$ cat config.mk
export PLATFORM = sky130hd
export DESIGN_NAME = ibex_rf_wr_ctrl_flat
export DESIGN_NICKNAME = d
export VERILOG_FILES = /design/src/rtl/ibex_rf_wr_ctrl_if.sv /design/src/rtl/ibex_rf_wr_ctrl.sv /design/src/flat_wrapper.sv
export SDC_FILE = /design/constraint.sdc
export NUM_CORES = 1
export LEC_CHECK = 0
export ABC_AREA = 1
export CAP_MARGIN = 20
export CORE_ASPECT_RATIO = 0.5
export CORE_MARGIN = 8
export CORE_UTILIZATION = 24
export CTS_CLUSTER_SIZE = 16
export DETAILED_ROUTE_END_ITERATION = 8
export PLACE_DENSITY = 0.77
export SETUP_SLACK_MARGIN = 0.02
export SLEW_MARGIN = 5
export SYNTH_ARGS = -nofsm -noshare
export SYNTH_HDL_FRONTEND = slang
export SYNTH_SLANG_ARGS = --single-unit
$ cat constraint.sdc
create_clock -name clk_i -period 1.5 [get_ports clk_i]
set_clock_uncertainty 0.1 [all_clocks]
set_input_delay 0.45 -clock clk_i [delete_from_list [all_inputs] [get_ports clk_i]]
set_output_delay 0.45 -clock clk_i [all_outputs]
set_load 0.1 [all_outputs]
$ cat src/rtl/ibex_rf_wr_ctrl_if.sv
// ibex_rf_wr_ctrl_if
// Core-to-controller write handshake bundle.
//   wr_req   : core write request (valid), driven by the core
//   wr_addr  : core write address (5 bits)
//   wr_data  : core write data (DataWidth bits)
//   wr_ready : controller accepts core writes this cycle
// Modports: master = writeback stage (core side), slave = write controller.
interface ibex_rf_wr_ctrl_if #(
    parameter int unsigned DataWidth = 32
);
    logic                 wr_req;
    logic [4:0]           wr_addr;
    logic [DataWidth-1:0] wr_data;
    logic                 wr_ready;

    modport master (
        output wr_req,
        output wr_addr,
        output wr_data,
        input  wr_ready
    );

    modport slave (
        input  wr_req,
        input  wr_addr,
        input  wr_data,
        output wr_ready
    );
endinterface

$ cat src/rtl/ibex_rf_wr_ctrl.sv
// ibex_rf_wr_ctrl
// Write-side controller for the FPGA register file. It owns the single write
// port, sweeps x1..xLAST to WordZeroVal after reset and on scrub request
// (the RAM primitives power up uninitialised), and otherwise forwards core
// writebacks combinationally. Writes to x0 are dropped silently; writes to
// illegal addresses (bit 4 set in RV32E) are dropped and flagged on err_o.
// Ports:
//   clk_i        : sole clock, rising edge
//   rst_i        : synchronous active-high reset
//   wr_if        : core write handshake (slave side: req/addr/data in, ready out)
//   scrub_req_i  : single-cycle pulse requesting a re-sweep
//   rf_we_o      : register file write enable
//   rf_waddr_o   : register file write address
//   rf_wdata_o   : register file write data
//   init_done_o  : high when no sweep is in progress
//   err_o        : one-cycle pulse, the cycle after an illegal accepted write
module ibex_rf_wr_ctrl #(
    parameter bit                   RV32E       = 1'b0,
    parameter int unsigned          DataWidth   = 32,
    parameter logic [DataWidth-1:0] WordZeroVal = '0
) (
    input  logic                 clk_i,
    input  logic                 rst_i,
    ibex_rf_wr_ctrl_if.slave     wr_if,
    input  logic                 scrub_req_i,
    output logic                 rf_we_o,
    output logic [4:0]           rf_waddr_o,
    output logic [DataWidth-1:0] rf_wdata_o,
    output logic                 init_done_o,
    output logic                 err_o
);

    localparam int unsigned NumWords = RV32E ? 16 : 32;
    localparam logic [4:0]  LastAddr = 5'(NumWords - 1);

    typedef enum logic {
        SWEEP,
        RUN
    } state_e;

    state_e     r_state;
    state_e     w_stateNext;
    logic [4:0] r_cnt;
    logic [4:0] w_cntNext;
    logic       r_err;
    logic       w_errNext;
    logic       w_addrLegal;
    logic       w_ready;

    // In RV32E only x0..x15 exist, so any address with bit 4 set is illegal.
    assign w_addrLegal = RV32E ? ~wr_if.wr_addr[4] : 1'b1;

    // State, sweep counter and error flop. The counter starts at 1 because
    // x0 is hardwired and never needs sweeping.
    always_ff @(posedge clk_i) begin
        if (rst_i) begin
            r_state <= SWEEP;
            r_cnt   <= 5'd1;
            r_err   <= 1'b0;
        end else begin
            r_state <= w_stateNext;
            r_cnt   <= w_cntNext;
            r_err   <= w_errNext;
        end
    end

    // Next-state and output decode. While reset is held every output is
    // forced to its idle value, independent of the (possibly stale) state.
    // A scrub in RUN still lets the same-cycle core write through before
    // the sweep starts; a scrub during SWEEP is simply not looked at.
    always_comb begin
        w_stateNext = r_state;
        w_cntNext   = r_cnt;
        w_errNext   = 1'b0;
        w_ready     = 1'b0;
        rf_we_o     = 1'b0;
        rf_waddr_o  = 5'd0;
        rf_wdata_o  = WordZeroVal;
        init_done_o = 1'b0;
        err_o       = 1'b0;

        if (!rst_i) begin
            err_o = r_err;
            case (r_state)
                SWEEP: begin
                    rf_we_o    = 1'b1;
                    rf_waddr_o = r_cnt;
                    w_cntNext  = r_cnt + 5'd1;
                    if (r_cnt == LastAddr) begin
                        w_stateNext = RUN;
                    end
                end
                RUN: begin
                    w_ready     = 1'b1;
                    init_done_o = 1'b1;
                    rf_waddr_o  = wr_if.wr_addr;
                    rf_wdata_o  = wr_if.wr_data;
                    rf_we_o     = wr_if.wr_req && (wr_if.wr_addr != 5'd0) && w_addrLegal;
                    w_errNext   = wr_if.wr_req && !w_addrLegal;
                    if (scrub_req_i) begin
                        w_stateNext = SWEEP;
                        w_cntNext   = 5'd1;
                    end
                end
                default: begin
                    w_stateNext = SWEEP;
                    w_cntNext   = 5'd1;
                end
            endcase
        end
    end

    assign wr_if.wr_ready = w_ready;

endmodule

$ cat src/flat_wrapper.sv
// flat-port wrapper written by rule: the top's interface ports become plain ports
module ibex_rf_wr_ctrl_flat 
#(
    parameter bit                   RV32E       = 1'b0,
    parameter int unsigned          DataWidth   = 32,
    parameter logic [DataWidth-1:0] WordZeroVal = '0
)
  (clk_i, rst_i, scrub_req_i, rf_we_o, rf_waddr_o, rf_wdata_o, init_done_o, err_o, wr_if_wr_req, wr_if_wr_addr, wr_if_wr_data, wr_if_wr_ready);
  ibex_rf_wr_ctrl_if #(.DataWidth(DataWidth)) wr_if_i ();
  input  logic clk_i;
  input  logic rst_i;
  input  logic scrub_req_i;
  output logic rf_we_o;
  output logic [4:0] rf_waddr_o;
  output logic [DataWidth-1:0] rf_wdata_o;
  output logic init_done_o;
  output logic err_o;
  input wire logic [$bits(wr_if_i.wr_req)-1:0] wr_if_wr_req;
  input wire logic [$bits(wr_if_i.wr_addr)-1:0] wr_if_wr_addr;
  input wire logic [$bits(wr_if_i.wr_data)-1:0] wr_if_wr_data;
  output wire logic [$bits(wr_if_i.wr_ready)-1:0] wr_if_wr_ready;
  assign wr_if_i.wr_req = wr_if_wr_req;
  assign wr_if_i.wr_addr = wr_if_wr_addr;
  assign wr_if_i.wr_data = wr_if_wr_data;
  assign wr_if_wr_ready = wr_if_i.wr_ready;
  ibex_rf_wr_ctrl #(.RV32E(RV32E), .DataWidth(DataWidth), .WordZeroVal(WordZeroVal)) u_core (.clk_i(clk_i), .rst_i(rst_i), .wr_if(wr_if_i), .scrub_req_i(scrub_req_i), .rf_we_o(rf_we_o), .rf_waddr_o(rf_waddr_o), .rf_wdata_o(rf_wdata_o), .init_done_o(init_done_o), .err_o(err_o));
endmodule
==> metrics.yaml, run 1 <==
synthesis:
  netlist.area_leader.share_pct: 26.2
  ys_seq_elements: 6
  syn_area_per_cell_um2: 5.05
  synth_nets: 179
  syn_area_um2: 687
  yosysMostFrequentCell: "nand2_1"
  syn-instance-count: 136
  yosys.area.top_type: "nand2_1"
  ys.flop_type: "dfxtp_1"
  synth_area_leaders: "nand2_1, nor2_1, dfxtp_1"
  synthArstFlopShare_pct: 0
  synth_edf_count: 0
  synthTopCellsByCount: "nand2_1, nor2_1, inv_1"
  yosys.cell_types.count: 21
  yosysWarnings: 0
  yosysSeqAreaShare_pct: 17.5
timing:
  worst_path_end_type: "output port"
  crit_endpoint: "rf_wdata_o[8]"
clocking:
  postCtsHoldBufs: 0
  root_buffer: "clkbuf_8"
  htree_levels: 1
  cts_num_sinks: 6
  cts_buffers: 3
  clock_path_buffers: 2
outcome:
  outcome: "did not finish"
  stop_stage: "global routing (5_1_grt)"
  stop_error: "[ERROR DPL-0033] detailed placement checks failed during check placement."
die:
  initial_core_util_pct: 25.9
  die_w_um: 91.7
  ioPinCount: 82
  die_h_um: 53.8
  num_rows: 13
place:
  gp_congestion: 0.833
  placement.io_buffers: 80
  dp_hpwl_um: 3540
global_route:
  grt_max_degree: 22
  antenna_found_initial: 0
## per-stage QoR
stage                     TNS [ns]  std cells  util, %  setup WS (ns)  area (um2)
after floorplan             -15.76        136        -         -0.653        1030
after global placement      -14.06        253     85.6         -0.548        2270
after detailed placement    -14.94        253     85.6         -0.598        2270
after CTS                    -9.64        259     91.2         -0.301        2420
## what timing repair did
action                     4_1_cts
pin swaps                       51
buffers inserted                 3
setup endpoints to repair       40
resized for setup               91
## cells by family after synthesis
kind of cell | count (synthesis) | share of synthesized area, %
AND/OR/NAND/NOR | 95 | 53.7
buffers and inverters | 21 | 15.5
AO/OA/AOI/OAI | 11 | 9.11
flip-flops | 6 | 17.5
adder cells (fa/ha/maj) | 2 | 3.64
other | 1 | 0.546
==> run 2, diff against run 1 <==
Settings changed: CORE_AREA from default to 8 8 69 71, CORE_ASPECT_RATIO 0.5 to default, CORE_MARGIN 8 to default, CORE_UTILIZATION 24 to default, CTS_CLUSTER_SIZE 16 to default, DIE_AREA from default to 0 0 77 79, PLACE_DENSITY 0.77 to default, PLACE_DENSITY_LB_ADDON from default to 0.15, SETUP_SLACK_MARGIN 0.02 to default.
Clock period 1.5 ns to 2 ns, I/O delays scaled along.
==> metrics.yaml, run 2 <==
timing:
  period_minus_slack_ns: 2.00
  rsz0062_at_grt: "true"
  max_freq_mhz: 500
  finalHoldViolations: 0
  finalSetupViolCount: 0
  worst_slack_ns: 0.00173
  period_share_pct: 99.9
  holdWs_ns: 0.408
  maxSlewViolCount: 0
route:
  ant_nets: 0
  drc: 0
  viasPerCell: 4.23
  drt_iter0_drc: 38
  wl_per_cell_um: 14.4
  num_vias: 1158
  drt-pass1-iter-count: 4
  drt_wl_total_um: 3950
pwr:
  ir_drop_mv: 0.491
  power_density_nw_per_um2: 222
  p_leak_nw: 0.976
worst_setup_path:
  arrival_ns: 1.30
  cpPeakStageDelay_ns: 0.18
  cp.required_ns: 1.30
  path_cells: "buf_12 > buf_12 > buf_12 > nor2_4 > buf_12"
  worst-path-max-fanout: 8
  worstSetupEndpointType: "output pin"
  startpoint_type: "input port"
  timing_worst_setup_path_type: "input port to output pin"
  cpMostUsedCell: "buf_12"
  critPathSlowestCell: "buf_12"
clocking:
  clk_pin_slew_worst_paths_ns: 0.03
  clock_path_buffers: 2  # unchanged
  postCtsHoldBufs: 0  # unchanged
  htree_levels: 1  # unchanged
  insertion_delay_ns: 0.22
  cts_buffers: 3  # unchanged
  cts_tree: "yes"
  cts_num_sinks: 6  # unchanged
  root_buffer: "clkbuf_8"
synthesis:
  synthTopCellsByCount: "nand2_1, nor2_1, inv_1"
  synth_nets: 179  # unchanged
  netlist.area_leader.share_pct: 26.2  # unchanged
  yosysMostFrequentCell: "nand2_1"
  syn_area_per_cell_um2: 5.05  # unchanged
  syn_area_um2: 687  # unchanged
  ys_seq_elements: 6  # unchanged
  yosys.cell_types.count: 21  # unchanged
  synth_area_leaders: "nand2_1, nor2_1, dfxtp_1"
  synthArstFlopShare_pct: 0  # unchanged
  syn-instance-count: 136  # unchanged
  ys.flop_type: "dfxtp_1"
  synth_edf_count: 0  # unchanged
  yosysWarnings: 0  # unchanged
  yosysSeqAreaShare_pct: 17.5  # unchanged
  yosys.area.top_type: "nand2_1"
finish:
  largest_reg_flops: 5
  area_growth_pct: 269
  nets: 269
  top_regs: "u_core.r_cnt x5, u_core.r_state x1"
  layout_commonest_cell: "buf_12"
  layout_common_cells: "buf_12, nor2_4, dlygate4sd2_1, nand2_2, nand2_1"
  fillers: 303
  antennaDiodeCount: 0
  top_register: "u_core.r_cnt"
  drive_above_1_share_pct: 65.6
die:
  ioPinCount: 82  # unchanged
  die_w_um: 77  # -16%
  num_rows: 23  # +10
  core_area_um2: 3800
  die-area_um2: 6080
  die_h_um: 79  # +47%
  initial_core_util_pct: 18.1  # -7.8 points
global_route:
  grt_max_degree: 27
  grt_pass1_wl_um: 6290
  antenna_found_initial: 0
  gr-usage-all-layers_pct: 12.4
  gr-total-overflow: 0
  grt_pass1_vias: 1260
worst_hold_path:
  hold_path_class: "flop to flop"
place:
  placement.io_buffers: 80  # unchanged
  dp_hpwl_um: 3280  # -7.5%
  gp_congestion: 0.740  # -11%
  place_ws_ns: -0.351  # +0.247 ns
job:
  maxCapViolations: 0
outcome:
  outcome: "finished, final reports clean"
run 2: cell counts after synthesis:
No cell type changed its count.
run 2: area by class of cell:
type	count	area (um2)	share of cell area, %
timing repair buffer	97	1390	54.9
multi-input combinational	109	866	34.2
sequential	6	124	4.89
tap	50	62.6	2.47
inverter	9	47.5	1.88
clock buffer	3	41.3	1.63
run 2: per-stage QoR:
step	power [mW]	instance area, um2	util [%]	instances	setup TNS (ns)
2_1_floorplan	0.260	1030	-	136	-7.76
3_3_place_gp	0.386	2330	61.4	269	-6.55
3_5_place_dp	0.392	2330	61.4	269	-7.08
4_1_cts	0.571	2470	65.1	273	-0.308
5_1_grt	0.590	2530	66.7	274	-0.0446
6_report	0.563	2530	66.7	274	0
run 2: report_power, final:
| part | internal (mW) | total [mW] | switching, mW |
|---|---|---|---|
| Clock | 0.129 | 0.176 | 0.0474 |
| Combinational | 0.115 | 0.253 | 0.138 |
| Sequential | 0.127 | 0.133 | 0.00683 |
| Total | 0.371 | 0.563 | 0.193 |
run 2: layer usage:
metal | vias up | track usage [%] | routed length [um]
met5 | - | 0 | 0
met4 | 0 | 1.70 | 23
met3 | 2 | 4.51 | 277
met2 | 41 | 25.1 | 2250
met1 | 530 | 11.9 | 1400
li1 | 585 | - | -
run 2: worst max-delay path, delay by kind of cell:
family | cells | cell delay, ns
buf+inv | 4 | 0.57
simple gates | 1 | 0.11
run 2: logic make-up after synthesis:
family	synth area share, %
AND/OR/NAND/NOR	53.7
buffers and inverters	15.5
AO/OA/AOI/OAI	9.11
flip-flops	17.5
adder cells (fa/ha/maj)	3.64
other	0.546
run 2: path summary, 6_finish.rpt:
| path | startpoint | to | slack (ns) | cells after the start |
|---|---|---|---|---|
| hold reg to reg | u_core.r_cnt[1] | u_core.r_cnt[1] | 0.41 | 2 |
| setup / recovery | rst_i | rf_wdata_o[28] | 0.002 | 5 |
| setup reg to reg | u_core.r_cnt[1] | u_core.r_cnt[4] | 0.70 | 6 |
| hold / removal | u_core.r_cnt[1] | u_core.r_cnt[1] | 0.41 | 2 |
run 2: timing repair:
action	in CTS	in global routing
cloned	1	1
buffers inserted	1	0
pin swaps	44	26
setup endpoints to repair	38	28
resized for setup	99	10
Power figures use the tool's default switching activity.
==> run 3, diff against run 2 <==
Settings changed: REMOVE_ABC_BUFFERS from default to 1.
==> metrics.yaml, run 3 (synthesis results as in run 2) <==
pwr:
  p_leak_nw: 0.861  # -12%
  finalPower_mw: 0.512  # -9.1%
  ir_drop_mv: 0.168  # -66%
  power_density_nw_per_um2: 243  # +9.4%
finish:
  top_register: "u_core.r_cnt"
  regArea_um2: 124  # unchanged
  layout_common_cells: "nand2_1, buf_12, dlygate4sd2_1, nor2_2, nor2_1"
  layout_commonest_cell: "nand2_1"
  final_core_util_pct: 55.4  # -11 points
  nets: 260  # -3.3%
  area_growth_pct: 206
  top_regs: "u_core.r_cnt x5, u_core.r_state x1"
  drive_above_1_share_pct: 47.0  # -19 points
  fillers: 395  # +30%
  largest_reg_flops: 5  # unchanged
  multi_input_area_um2: 591  # -32%
timing:
  tns_ns: 0  # unchanged
  finalSetupViolCount: 0  # unchanged
  finalHoldViolations: 0  # unchanged
  max_freq_mhz: 503  # +0.45%
  period_minus_slack_ns: 1.99  # -0.00895 ns
  period_share_pct: 99.5  # -0.45 points
  holdWs_ns: 0.389  # -0.0186 ns
  rsz0062_at_grt: "true"
  maxSlewViolCount: 0  # unchanged
worst_setup_path:
  cp.required_ns: 1.30  # about the same
  worst-path-max-fanout: 5  # -3
  path_cells: "buf_8 > inv_6 > nand2_2 > o21ai_0 > buf_4 > buf_12"
  critPathSlowestCell: "buf_12"
  crit_family: "buffers and inverters"
  arrival_ns: 1.29  # about the same
  cp_num_buf_inv: 4  # unchanged
  worstSetupEndpointType: "output pin"
  cpPeakStageDelay_ns: 0.16  # -0.02 ns
  timing_worst_setup_path_type: "input port to output pin"
  startpoint_type: "input port"
route:
  wl_per_cell_um: 12.5  # -13%
  num_vias: 1090  # -5.9%
  drc: 0  # unchanged
  ant_nets: 0  # unchanged
  drt_iter0_drc: 48  # +26%
  viasPerCell: 4.10  # -3.0%
  drt_wl_total_um: 3320  # -16%
  drt-pass1-iter-count: 4  # unchanged
place:
  gp_congestion: 0.736  # -0.50%
  placement.io_buffers: 80  # unchanged
  dp_hpwl_um: 2760  # -16%
die:
  die-area_um2: 6080  # unchanged
  core_area_um2: 3800  # unchanged
  ioPinCount: 82  # unchanged
  initial_core_util_pct: 18.1  # unchanged
  num_rows: 23  # unchanged
  die_h_um: 79  # unchanged
  die_w_um: 77  # unchanged
global_route:
  antenna_found_initial: 1  # +1
  gr-total-overflow: 0  # unchanged
  gr-usage-all-layers_pct: 11.0  # -1.4 points
  grt_max_degree: 36  # +33%
  grt_pass1_vias: 1121  # -11%
  grt_pass1_wl_um: 5490  # -13%
clocking:
  postCtsHoldBufs: 0  # unchanged
  cts_setup_buffers: 0  # -1
  clock_path_buffers: 2  # unchanged
  root_buffer: "clkbuf_8"
  clk_pin_slew_worst_paths_ns: 0.03  # about the same
  cts_num_sinks: 6  # unchanged
  cts_buffers: 3  # unchanged
  cts_tree: "yes"
  insertion_delay_ns: 0.22  # about the same
  htree_levels: 1  # unchanged
job:
  maxCapViolations: 0  # unchanged
worst_hold_path:
  hold_path_class: "flop to flop"
outcome:
  outcome: "finished, final reports clean"
## run 3: changes by cell type in the layout (fill, tap and decap cells not counted), sizes merged
cell,change
inv,+1
dlygate4sd2,+1
clkinvlp,-1
clkdlybuf4s15,+3
buf,-11
diode,+1
dlymetal6s2s,-1
clkbuf,-1
## run 3: area by class of cell
type                       count  share of cell area, %
timing repair buffer          88                   59.0
multi-input combinational    109                   28.1
sequential                     6                   5.89
tap                           50                   2.97
clock buffer                   3                   1.96
inverter                       9                   1.96
antenna                        1                  0.119
## run 3: through the flow
stage	instances	worst slack, ns	cell area (um2)
detailed placement	262	-0.469	1950
finish	266	0.0107	2100
CTS	265	0.00214	2070
global route	266	-0.0313	2100
global placement	262	-0.463	1950
floorplan	124	-1.92	614
## run 3: layer usage
metal | part of all wire, % | up-vias | routed length, um | global-route usage (%)
met5 | 0 | - | 0 | 0
met4 | 0.75 | 0 | 25 | 2.83
met3 | 24 | 3 | 800 | 12.1
met2 | 40 | 68 | 1320 | 15.8
met1 | 35 | 450 | 1170 | 10.5
li1 | - | 569 | - | -
## run 3: timing repair
item                       CTS  global route
pin swaps                   37             2
hold endpoints to repair     0             0
gates resized for setup    105             8
setup endpoints to repair   40            14
## run 3: final timing paths
check / endpoint / slack (ns) / cells past startpoint / startpoint
worst max-delay path: rf_waddr_o[3] / 0.01 / 6 / rst_i
worst min-delay path: u_core.r_cnt[4] / 0.39 / 2 / u_core.r_cnt[4]
worst max register to register: u_core.r_cnt[4] / 0.65 / 6 / u_core.r_cnt[1]
worst min register to register: u_core.r_cnt[4] / 0.39 / 2 / u_core.r_cnt[4]
## run 3: power breakdown
group	switching, mW	internal [mW]	total [mW]
Combinational	0.107	0.0889	0.196
Clock	0.0522	0.129	0.181
Sequential	0.00806	0.126	0.135
Total	0.167	0.345	0.512
## run 3: worst reg2reg max path: stages, from the launching register on
cell and delay (ns):
dfxtp_1 0.39, ha_1 0.19, nand2_1 0.07, nor2_1 0.12
ha_1 0.24, nand2_1 0.06, a21oi_1 0.05
